**src/rtl/debouncer_if.sv**
```systemverilog
// debouncer_if -- pin bundle for the two-channel PS/2 debouncer.
//   I0, I1 : raw asynchronous inputs (PS/2 clock, PS/2 data)
//   O0, O1 : registered, debounced outputs
// master drives the raw lines and observes the outputs; slave is the debouncer.
interface debouncer_if;
  logic I0;
  logic I1;
  logic O0;
  logic O1;

  modport master (output I0, output I1, input O0, input O1);
  modport slave  (input I0, input I1, output O0, output O1);
endinterface

```
**src/rtl/debouncer.sv**
```systemverilog
// debouncer -- two independent debounce channels for PS/2 clock/data lines.
//   clk : system clock, all state updates on the rising edge
//   rst : synchronous active-high reset; every channel returns to IDLE_LEVEL
//   bus : debouncer_if.slave (I0/I1 raw in, O0/O1 debounced out)
// Each output changes only after its synchronized sample has held the same
// level for STABLE_CYCLES+1 consecutive clocks. End-to-end latency for a held
// input step is SYNC_STAGES+STABLE_CYCLES+1 edges.

// One channel: synchronizer chain, candidate level v, stability counter cnt.
module debouncer_lane #(
  parameter int unsigned STABLE_CYCLES = 19,
  parameter int unsigned SYNC_STAGES   = 2,
  parameter logic        IDLE_LEVEL    = 1'b1
) (
  input  logic clk,
  input  logic rst,
  input  logic din,
  output logic dout
);
  localparam int unsigned CW = $clog2(STABLE_CYCLES + 1);
  localparam logic [CW-1:0] CNT_SAT  = CW'(STABLE_CYCLES);
  localparam logic [CW-1:0] CNT_FIRE = CW'(STABLE_CYCLES - 1);

  logic [SYNC_STAGES-1:0] sync;
  logic                   s;
  logic                   v;
  logic [CW-1:0]          cnt;

  assign s = sync[SYNC_STAGES-1];

  always_ff @(posedge clk) begin
    if (rst) begin
      sync <= {SYNC_STAGES{IDLE_LEVEL}};
      v    <= IDLE_LEVEL;
      // Start saturated so an idle line produces no output edge after reset.
      cnt  <= CNT_SAT;
      dout <= IDLE_LEVEL;
    end else begin
      sync <= {sync[SYNC_STAGES-2:0], din};
      if (s != v) begin
        // Any toggle restarts the count with the newest level.
        v   <= s;
        cnt <= '0;
      end else if (cnt != CNT_SAT) begin
        cnt <= cnt + 1'b1;
        // The sample that loaded v plus STABLE_CYCLES matches -> commit.
        if (cnt == CNT_FIRE) dout <= v;
      end
    end
  end
endmodule

module debouncer #(
  parameter int unsigned STABLE_CYCLES = 19,
  parameter int unsigned SYNC_STAGES   = 2,
  parameter logic        IDLE_LEVEL    = 1'b1
) (
  input  logic        clk,
  input  logic        rst,
  debouncer_if.slave  bus
);
  localparam int NUM_LANES = 2;

  logic [NUM_LANES-1:0] din;
  logic [NUM_LANES-1:0] dout;

  assign din     = {bus.I1, bus.I0};
  assign bus.O0  = dout[0];
  assign bus.O1  = dout[1];

  // Fully independent channels: no shared counter or state.
  debouncer_lane #(
    .STABLE_CYCLES (STABLE_CYCLES),
    .SYNC_STAGES   (SYNC_STAGES),
    .IDLE_LEVEL    (IDLE_LEVEL)
  ) u_lane [NUM_LANES-1:0] (
    .clk  (clk),
    .rst  (rst),
    .din  (din),
    .dout (dout)
  );
endmodule

```
**src/flat_wrapper.sv**
```systemverilog
// flat-port wrapper written by rule: the top's interface ports become plain ports
module debouncer_flat 
#(
  parameter int unsigned STABLE_CYCLES = 19,
  parameter int unsigned SYNC_STAGES   = 2,
  parameter logic        IDLE_LEVEL    = 1'b1
)
  (clk, rst, bus_I0, bus_I1, bus_O0, bus_O1);
  debouncer_if bus_i ();
  input  logic clk;
  input  logic rst;
  input wire logic [$bits(bus_i.I0)-1:0] bus_I0;
  input wire logic [$bits(bus_i.I1)-1:0] bus_I1;
  output wire logic [$bits(bus_i.O0)-1:0] bus_O0;
  output wire logic [$bits(bus_i.O1)-1:0] bus_O1;
  assign bus_i.I0 = bus_I0;
  assign bus_i.I1 = bus_I1;
  assign bus_O0 = bus_i.O0;
  assign bus_O1 = bus_i.O1;
  debouncer #(.STABLE_CYCLES(STABLE_CYCLES), .SYNC_STAGES(SYNC_STAGES), .IDLE_LEVEL(IDLE_LEVEL)) u_core (.clk(clk), .rst(rst), .bus(bus_i));
endmodule
```
**config.mk**
```make
export PLATFORM = sky130hd
export DESIGN_NAME = debouncer_flat
export DESIGN_NICKNAME = d
export VERILOG_FILES = /design/src/rtl/debouncer_if.sv /design/src/rtl/debouncer.sv /design/src/flat_wrapper.sv
export SDC_FILE = /design/constraint.sdc
export NUM_CORES = 1
export LEC_CHECK = 0
export ABC_AREA = 1
export BUFFER_PORTS_ARGS = -buffer_cell sky130_fd_sc_hd__buf_2
export CAP_MARGIN = 5
export CORE_MARGIN = 2
export CORE_UTILIZATION = 45
export CTS_CLUSTER_SIZE = 30
export DETAILED_ROUTE_END_ITERATION = 8
export PLACE_DENSITY_LB_ADDON = 0.15
export SKIP_CTS_REPAIR_TIMING = 1
export SLEW_MARGIN = 20
export SYNTH_ARGS = -nofsm -noshare
export SYNTH_HDL_FRONTEND = slang
export SYNTH_SLANG_ARGS = --single-unit
```
**constraint.sdc**
```tcl
create_clock -name clk -period 1.01 [get_ports clk]
set_input_delay 0.202 -clock clk [delete_from_list [all_inputs] [get_ports clk]]
set_output_delay 0.202 -clock clk [all_outputs]
set_load 0.02 [all_outputs]
```
==> impl_metrics.env, run 1 <==
export IMPL_status="complete, but fails checks"
export IMPL_violations="setup timing"
export IMPL_die_area_sq_mm=0.00223
export IMPL_final_common_cell="nand2_1"
export IMPL_cp_slowest_cell="dfxtp_4"
export IMPL_grt_pass1_wl_mm=2.70
export IMPL_synth_nets=123
export IMPL_drv_cap=0
export IMPL_core_area_sq_mm=0.00175
export IMPL_wl_per_cell_um=10.5
export IMPL_grt_max_degree=11
export IMPL_synth_cell_types=15
export IMPL_ys_seq_area_share_pct=42.8
export IMPL_holdWs_ps=76.0
export IMPL_filler_cell_count=153
export IMPL_postPlaceCellArea_sq_mm=0.00100
export IMPL_leakagePower_nw=0.559
export IMPL_grt_antenna_before_repair=0
export IMPL_area_growth_pct=39.5
export IMPL_max_stage_delay_ps=400
export IMPL_critPathLaunchType="register"
export IMPL_synthCells=115
export IMPL_drt_total_wl_mm=1.69
export IMPL_path_delay_family="simple AND/OR/NAND/NOR gates"
export IMPL_io_buffers=5
export IMPL_p_int_mw=2.18
export IMPL_gp_congestion=0.743
export IMPL_dp_hpwl_mm=1.13
export IMPL_pwr_share_comb_pct=56.1
export IMPL_cp_end_kind="register"
export IMPL_grt_setup_unrepaired="yes"
export IMPL_crit_arrival_ps=1330
export IMPL_path_depth=7
export IMPL_timing_fmax_mhz=913
export IMPL_num_rows=15
export IMPL_final_cell_mix="nand2_1, buf_4, dfxtp_1, inv_1, nand3_1"
export IMPL_viasPerCell=4.70
export IMPL_hold_depth=2
export IMPL_path_cells="ha_4, inv_2, nor2_2, nand2_2, nor2_4, nand2_1, nand3_1"
export IMPL_ys_ff_latch=18
export IMPL_p_switching_mw=1.60
export IMPL_clock_path_buffers=2
export IMPL_netSwitchingFraction_pct=42.3
export IMPL_grt_overflow_total=0
export IMPL_drtIter0Drc=11
export IMPL_clkPwrFrac_pct=12.0
export IMPL_synth_warnings=0
export IMPL_cts_buffers=3
export IMPL_final_nets=145
export IMPL_skew_ps=6.82
export IMPL_dieWidth_um=47.3
export IMPL_power_mw=3.78
export IMPL_synth_area_sq_um=842
export IMPL_cts_tree="built"
export IMPL_grtUsageTotal_pct=17.8
export IMPL_fin_cells=161
export IMPL_power_frac_seq_pct=31.9
export IMPL_finalHoldViolCount=0
export IMPL_clock_sinks=18
export IMPL_place_ws_ps=-95.4
export IMPL_initial_core_util_pct=48.2
export IMPL_hp_class="in -> reg"
export IMPL_p_per_area_mw_per_mm2=3210
export IMPL_drive_gt1_share_pct=46.3
export IMPL_grt_pass1_vias=670
export IMPL_clk_latency_ps=300
export IMPL_worst_slack_ps=-85.4
export IMPL_cts_root_buf="clkbuf_4"
export IMPL_relSlewSlack_pct=86.2
export IMPL_antennaDiodeCount=0
export IMPL_post_synth_cell_area_avg_sq_um=7.32
export IMPL_max_vdd_ir_drop_mv=1.79
export IMPL_finalSetupViolCount=10
export IMPL_crit_type="reg -> reg"
export IMPL_dp_cells=155
export IMPL_io_pins=6
export IMPL_reg2reg_depth=7
export IMPL_drc=0
export IMPL_drv_slew=0
export IMPL_clkTransAtPathRegs_ps=110
export IMPL_vias=756
export IMPL_postRouteAntennaNets=0
export IMPL_critPathRequiredTime_ps=1250
export IMPL_crit_buf_inv=1
export IMPL_worst_slew_pin_slew_ps=206
export IMPL_drt_pass1_iterations=4
export IMPL_fin_crit_ps=1100
export IMPL_final_area_sq_mm=0.00117
export IMPL_htreeDepth=1
export IMPL_die_h_um=47.3
export IMPL_crit_path_max_fanout=4
export IMPL_min_period_over_period_pct=108
## path summary, 6_finish.rpt
path	slack [ps]	start	endpoint
setup / recovery	-90	u_core.u_lane[1].cnt[0]$_SDFFE_PP1P_	u_core.u_lane[1].cnt[0]$_SDFFE_PP1P_
hold / removal	80	bus_I1	u_core.u_lane[1].sync[0]$_SDFF_PP1_
setup reg to reg	-90	u_core.u_lane[1].cnt[0]$_SDFFE_PP1P_	u_core.u_lane[1].cnt[0]$_SDFFE_PP1P_
hold reg to reg	430	u_core.u_lane[1].sync[0]$_SDFF_PP1_	u_core.u_lane[1].sync[1]$_SDFF_PP1_
## per-layer routing
layer | global-route usage, % | vias up | wire [um]
met4 | 10.0 | 0 | 18
met2 | 24.9 | 15 | 796
li1 | - | 394 | -
met1 | 24.8 | 345 | 814
met5 | 0 | - | 0
met3 | 4.62 | 2 | 62
## cell families (layout without fill, tap and decap cells)
logic type               after synthesis  in the layout  synth area share (%)
XOR/XNOR                               4              4                  4.16
buffers and inverters                 18             39                  8.02
AO/OA/AOI/OAI                          2              2                  1.78
adder cells (fa/ha/maj)                4              4                  5.94
flip-flops                            18             18                  42.8
AND/OR/NAND/NOR                       69             69                  37.3
## sequential cells by signal, indices dropped and copies added, names as in the netlist
register	flops
u_core.u_lane.cnt	10
u_core.u_lane.dout	2
u_core.u_lane.sync	4
u_core.u_lane.v	2
## cell usage after synthesis, drive strengths merged
master / instances / area, sq um
a211oi: 2 / 15.0
clkinv: 1 / 3.75
dfxtp: 18 / 360
ha: 4 / 50.1
inv: 17 / 63.8
nand2: 34 / 133
nand3: 12 / 60.1
nand4: 2 / 12.5
nor2: 17 / 83.8
or2: 4 / 25.0
xor2: 4 / 35.0
## power groups by stage
| stage | logic [mW] | clock network (mW) | registers [mW] |
|---|---|---|---|
| after global routing | 2.37 | 0.492 | 1.23 |
| after global placement | 1.49 | 0 | 1.15 |
| after detailed placement | 1.53 | 0 | 1.15 |
| after floorplan | 1.02 | 0 | 1.16 |
| after CTS | 1.54 | 0.461 | 1.14 |
| final | 2.12 | 0.455 | 1.20 |
## final cells by class
type	instances	area (sq um)	area share (%)
Clock buffer	4	36.3	3.09
Inverter	18	70.1	5.96
Multi-Input combinational cell	79	534	45.5
Sequential cell	18	379	32.3
Tap cell	25	31.3	2.66
Timing Repair Buffer	17	124	10.5
## per-stage QoR
stage | utilization [%] | TNS, ps
floorplan | - | 0
global placement | 57.5 | -289
detailed placement | 57.5 | -543
CTS | 59.6 | -874
global route | 67.3 | -1320
finish | 67.3 | -626
Power figures use the tool's default switching activity.
==> inputs of run 2 (changes only) <==
==> constraint.sdc (replaced) <==
create_clock -name clk -period 1.27 [get_ports clk]
set_input_delay 0.254 -clock clk [delete_from_list [all_inputs] [get_ports clk]]
set_output_delay 0.254 -clock clk [all_outputs]
set_load 0.02 [all_outputs]
==> run 2 against run 1 <==
Against the previous run: the run now ends clean; final cell count is 7.5% lower; sequential power is 26% lower; routed wire length down 19%; maximum frequency down 1.2%; first-iteration DRC count is 73% higher; global-route usage fell by 2.7 points; critical endpoint unchanged.
==> impl_metrics.env, run 2 (same netlist as run 1, synthesis figures left out) <==
export IMPL_pwr_share_comb_pct=45.2
export IMPL_top_regs="u_core.u_lane.cnt (10), u_core.u_lane.sync (4)"
export IMPL_clkPwrFrac_pct=15.4
export IMPL_max_vdd_ir_drop_mv=1.14
export IMPL_postPlaceCellArea_sq_um=898
export IMPL_htreeDepth=1
export IMPL_grt_setup_unrepaired="no"
export IMPL_grtUsageTotal_pct=15.2
export IMPL_cts_buffers=3
export IMPL_die_h_um=47.3
export IMPL_clock_sinks=18
export IMPL_grt_antenna_before_repair=0
export IMPL_worst_slew_pin_slew_ps=263
export IMPL_drtIter0Drc=19
export IMPL_power_frac_seq_pct=39.4
export IMPL_grt_pass1_vias=581
export IMPL_grt_overflow_total=0
export IMPL_finalHoldViolCount=0
export IMPL_clkTransAtPathRegs_ps=100
export IMPL_final_common_cell="nand2_1"
export IMPL_grt_pass1_wl_mm=2.35
export IMPL_regMostFlops="u_core.u_lane.cnt"
export IMPL_fin_crit_ps=1110
export IMPL_drv_slew=0
export IMPL_relSlewSlack_pct=82.4
export IMPL_wl_per_cell_um=9.15
export IMPL_core_area_sq_mm=0.00175
export IMPL_postRouteAntennaNets=0
export IMPL_viasPerCell=4.42
export IMPL_clk_latency_ps=290
export IMPL_drive_gt1_share_pct=24.2
export IMPL_status="completed"
export IMPL_drt_pass1_iterations=4
export IMPL_startpoint="u_core.u_lane[1].cnt[1]$_SDFFE_PP1P_"
export IMPL_timing_fmax_mhz=902
export IMPL_antennaDiodeCount=0
export IMPL_p_switching_mw=0.940
export IMPL_p_int_mw=1.32
export IMPL_num_rows=15
export IMPL_dieWidth_um=47.3
export IMPL_die_area_sq_mm=0.00223
export IMPL_hold_depth=2
export IMPL_leakagePower_nw=0.484
export IMPL_final_cell_mix="nand2_1, inv_1, dfxtp_1, nand3_1, nor2_1"
export IMPL_cp_end_kind="register"
export IMPL_final_nets=133
export IMPL_critPathRequiredTime_ps=1500
export IMPL_final_util_pct=54.4
export IMPL_r2r_slack_ps=160
export IMPL_drc=0
export IMPL_finalSetupViolCount=0
export IMPL_tns_ps=0
export IMPL_drt_total_wl_mm=1.36
export IMPL_gp_congestion=0.758
export IMPL_critPathLaunchType="register"
export IMPL_skew_ps=3.51
export IMPL_endpoint="u_core.u_lane[1].cnt[0]$_SDFFE_PP1P_"
export IMPL_crit_type="reg -> reg"
export IMPL_area_growth_pct=12.8
export IMPL_cts_tree="built"
export IMPL_final_area_sq_um=950
export IMPL_grt_max_degree=11
export IMPL_largest_reg_flops=10
export IMPL_io_pins=6
export IMPL_vias=658
export IMPL_regToRegEndpoint="u_core.u_lane[1].cnt[0]$_SDFFE_PP1P_"
export IMPL_min_period_over_period_pct=87.3
export IMPL_cts_root_buf="clkbuf_4"
export IMPL_dp_hpwl_mm=1.05
export IMPL_hp_class="in -> reg"
export IMPL_r2r_start="u_core.u_lane[1].cnt[1]$_SDFFE_PP1P_"
export IMPL_drv_cap=0
export IMPL_crit_arrival_ps=1340
export IMPL_clock_path_buffers=2
export IMPL_crit_path_max_fanout=4
export IMPL_dp_cells=145
export IMPL_reg2reg_depth=7
export IMPL_io_buffers=5
export IMPL_initial_core_util_pct=48.2
export IMPL_fin_cells=149
export IMPL_netSwitchingFraction_pct=41.6
export IMPL_p_per_area_mw_per_mm2=2380
==> run 2: power by group through the flow <==
stage          Combinational [mW]  Clock [mW]  Sequential (mW)
3_3_place_gp                0.991           0            0.875
2_1_floorplan               0.807           0            0.882
6_report                     1.02       0.349            0.891
3_5_place_dp                 1.01           0            0.881
4_1_cts                      1.01       0.361            0.869
5_1_grt                      1.19       0.385            0.917
==> run 2: per-layer routing <==
metal  wire, um  GRT usage (%)  up-vias
met5          0              0        -
met4         40           10.0        0
met3         43           2.31        5
met2        570           20.5       11
met1        710           21.9      272
li1           -              -      370
==> run 2: worst min-delay path by stage <==
stage | endpoint | startpoint | slack, ps
final | u_core.u_lane[0].sync[0]$_SDFF_PP1_ | bus_I0 | 140
after global routing | u_core.u_lane[1].sync[0]$_SDFF_PP1_ | bus_I1 | 130
after detailed placement | u_core.u_lane[1].sync[1]$_SDFF_PP1_ | u_core.u_lane[1].sync[0]$_SDFF_PP1_ | 400
after CTS | u_core.u_lane[1].sync[0]$_SDFF_PP1_ | bus_I1 | 140
after global placement | u_core.u_lane[0].sync[1]$_SDFF_PP1_ | u_core.u_lane[0].sync[0]$_SDFF_PP1_ | 400
after floorplan | u_core.u_lane[1].cnt[4]$_SDFFE_PP1P_ | rst | 350
==> run 2: area by class of cell <==
| cell class | instances | area, sq um |
|---|---|---|
| Sequential cell | 18 | 365 |
| Multi-Input combinational cell | 79 | 424 |
| Fill cell | 172 | 796 |
| Timing Repair Buffer | 5 | 25.0 |
| Clock buffer | 4 | 36.3 |
| Tap cell | 25 | 31.3 |
| Inverter | 18 | 67.6 |
==> run 2: critical path, cell delays in order (launching register included) <==
cell and delay, ps:
dfxtp_2 370, ha_2 190, inv_1 60, nor2_2 90
nand2_2 90, nor2_4 130, nand2_1 60, nand3_1 70
==> run 2: metrics by stage <==
| stage | hold slack [ps] | power (mW) | setup WS, ps |
|---|---|---|---|
| finish | 143 | 2.26 | 161 |
| global route | 128 | 2.49 | 27.7 |
| CTS | 138 | 2.24 | 88.1 |
| detailed placement | 397 | 1.89 | 113 |
| global placement | 397 | 1.87 | 115 |
| floorplan | 353 | 1.69 | 216 |
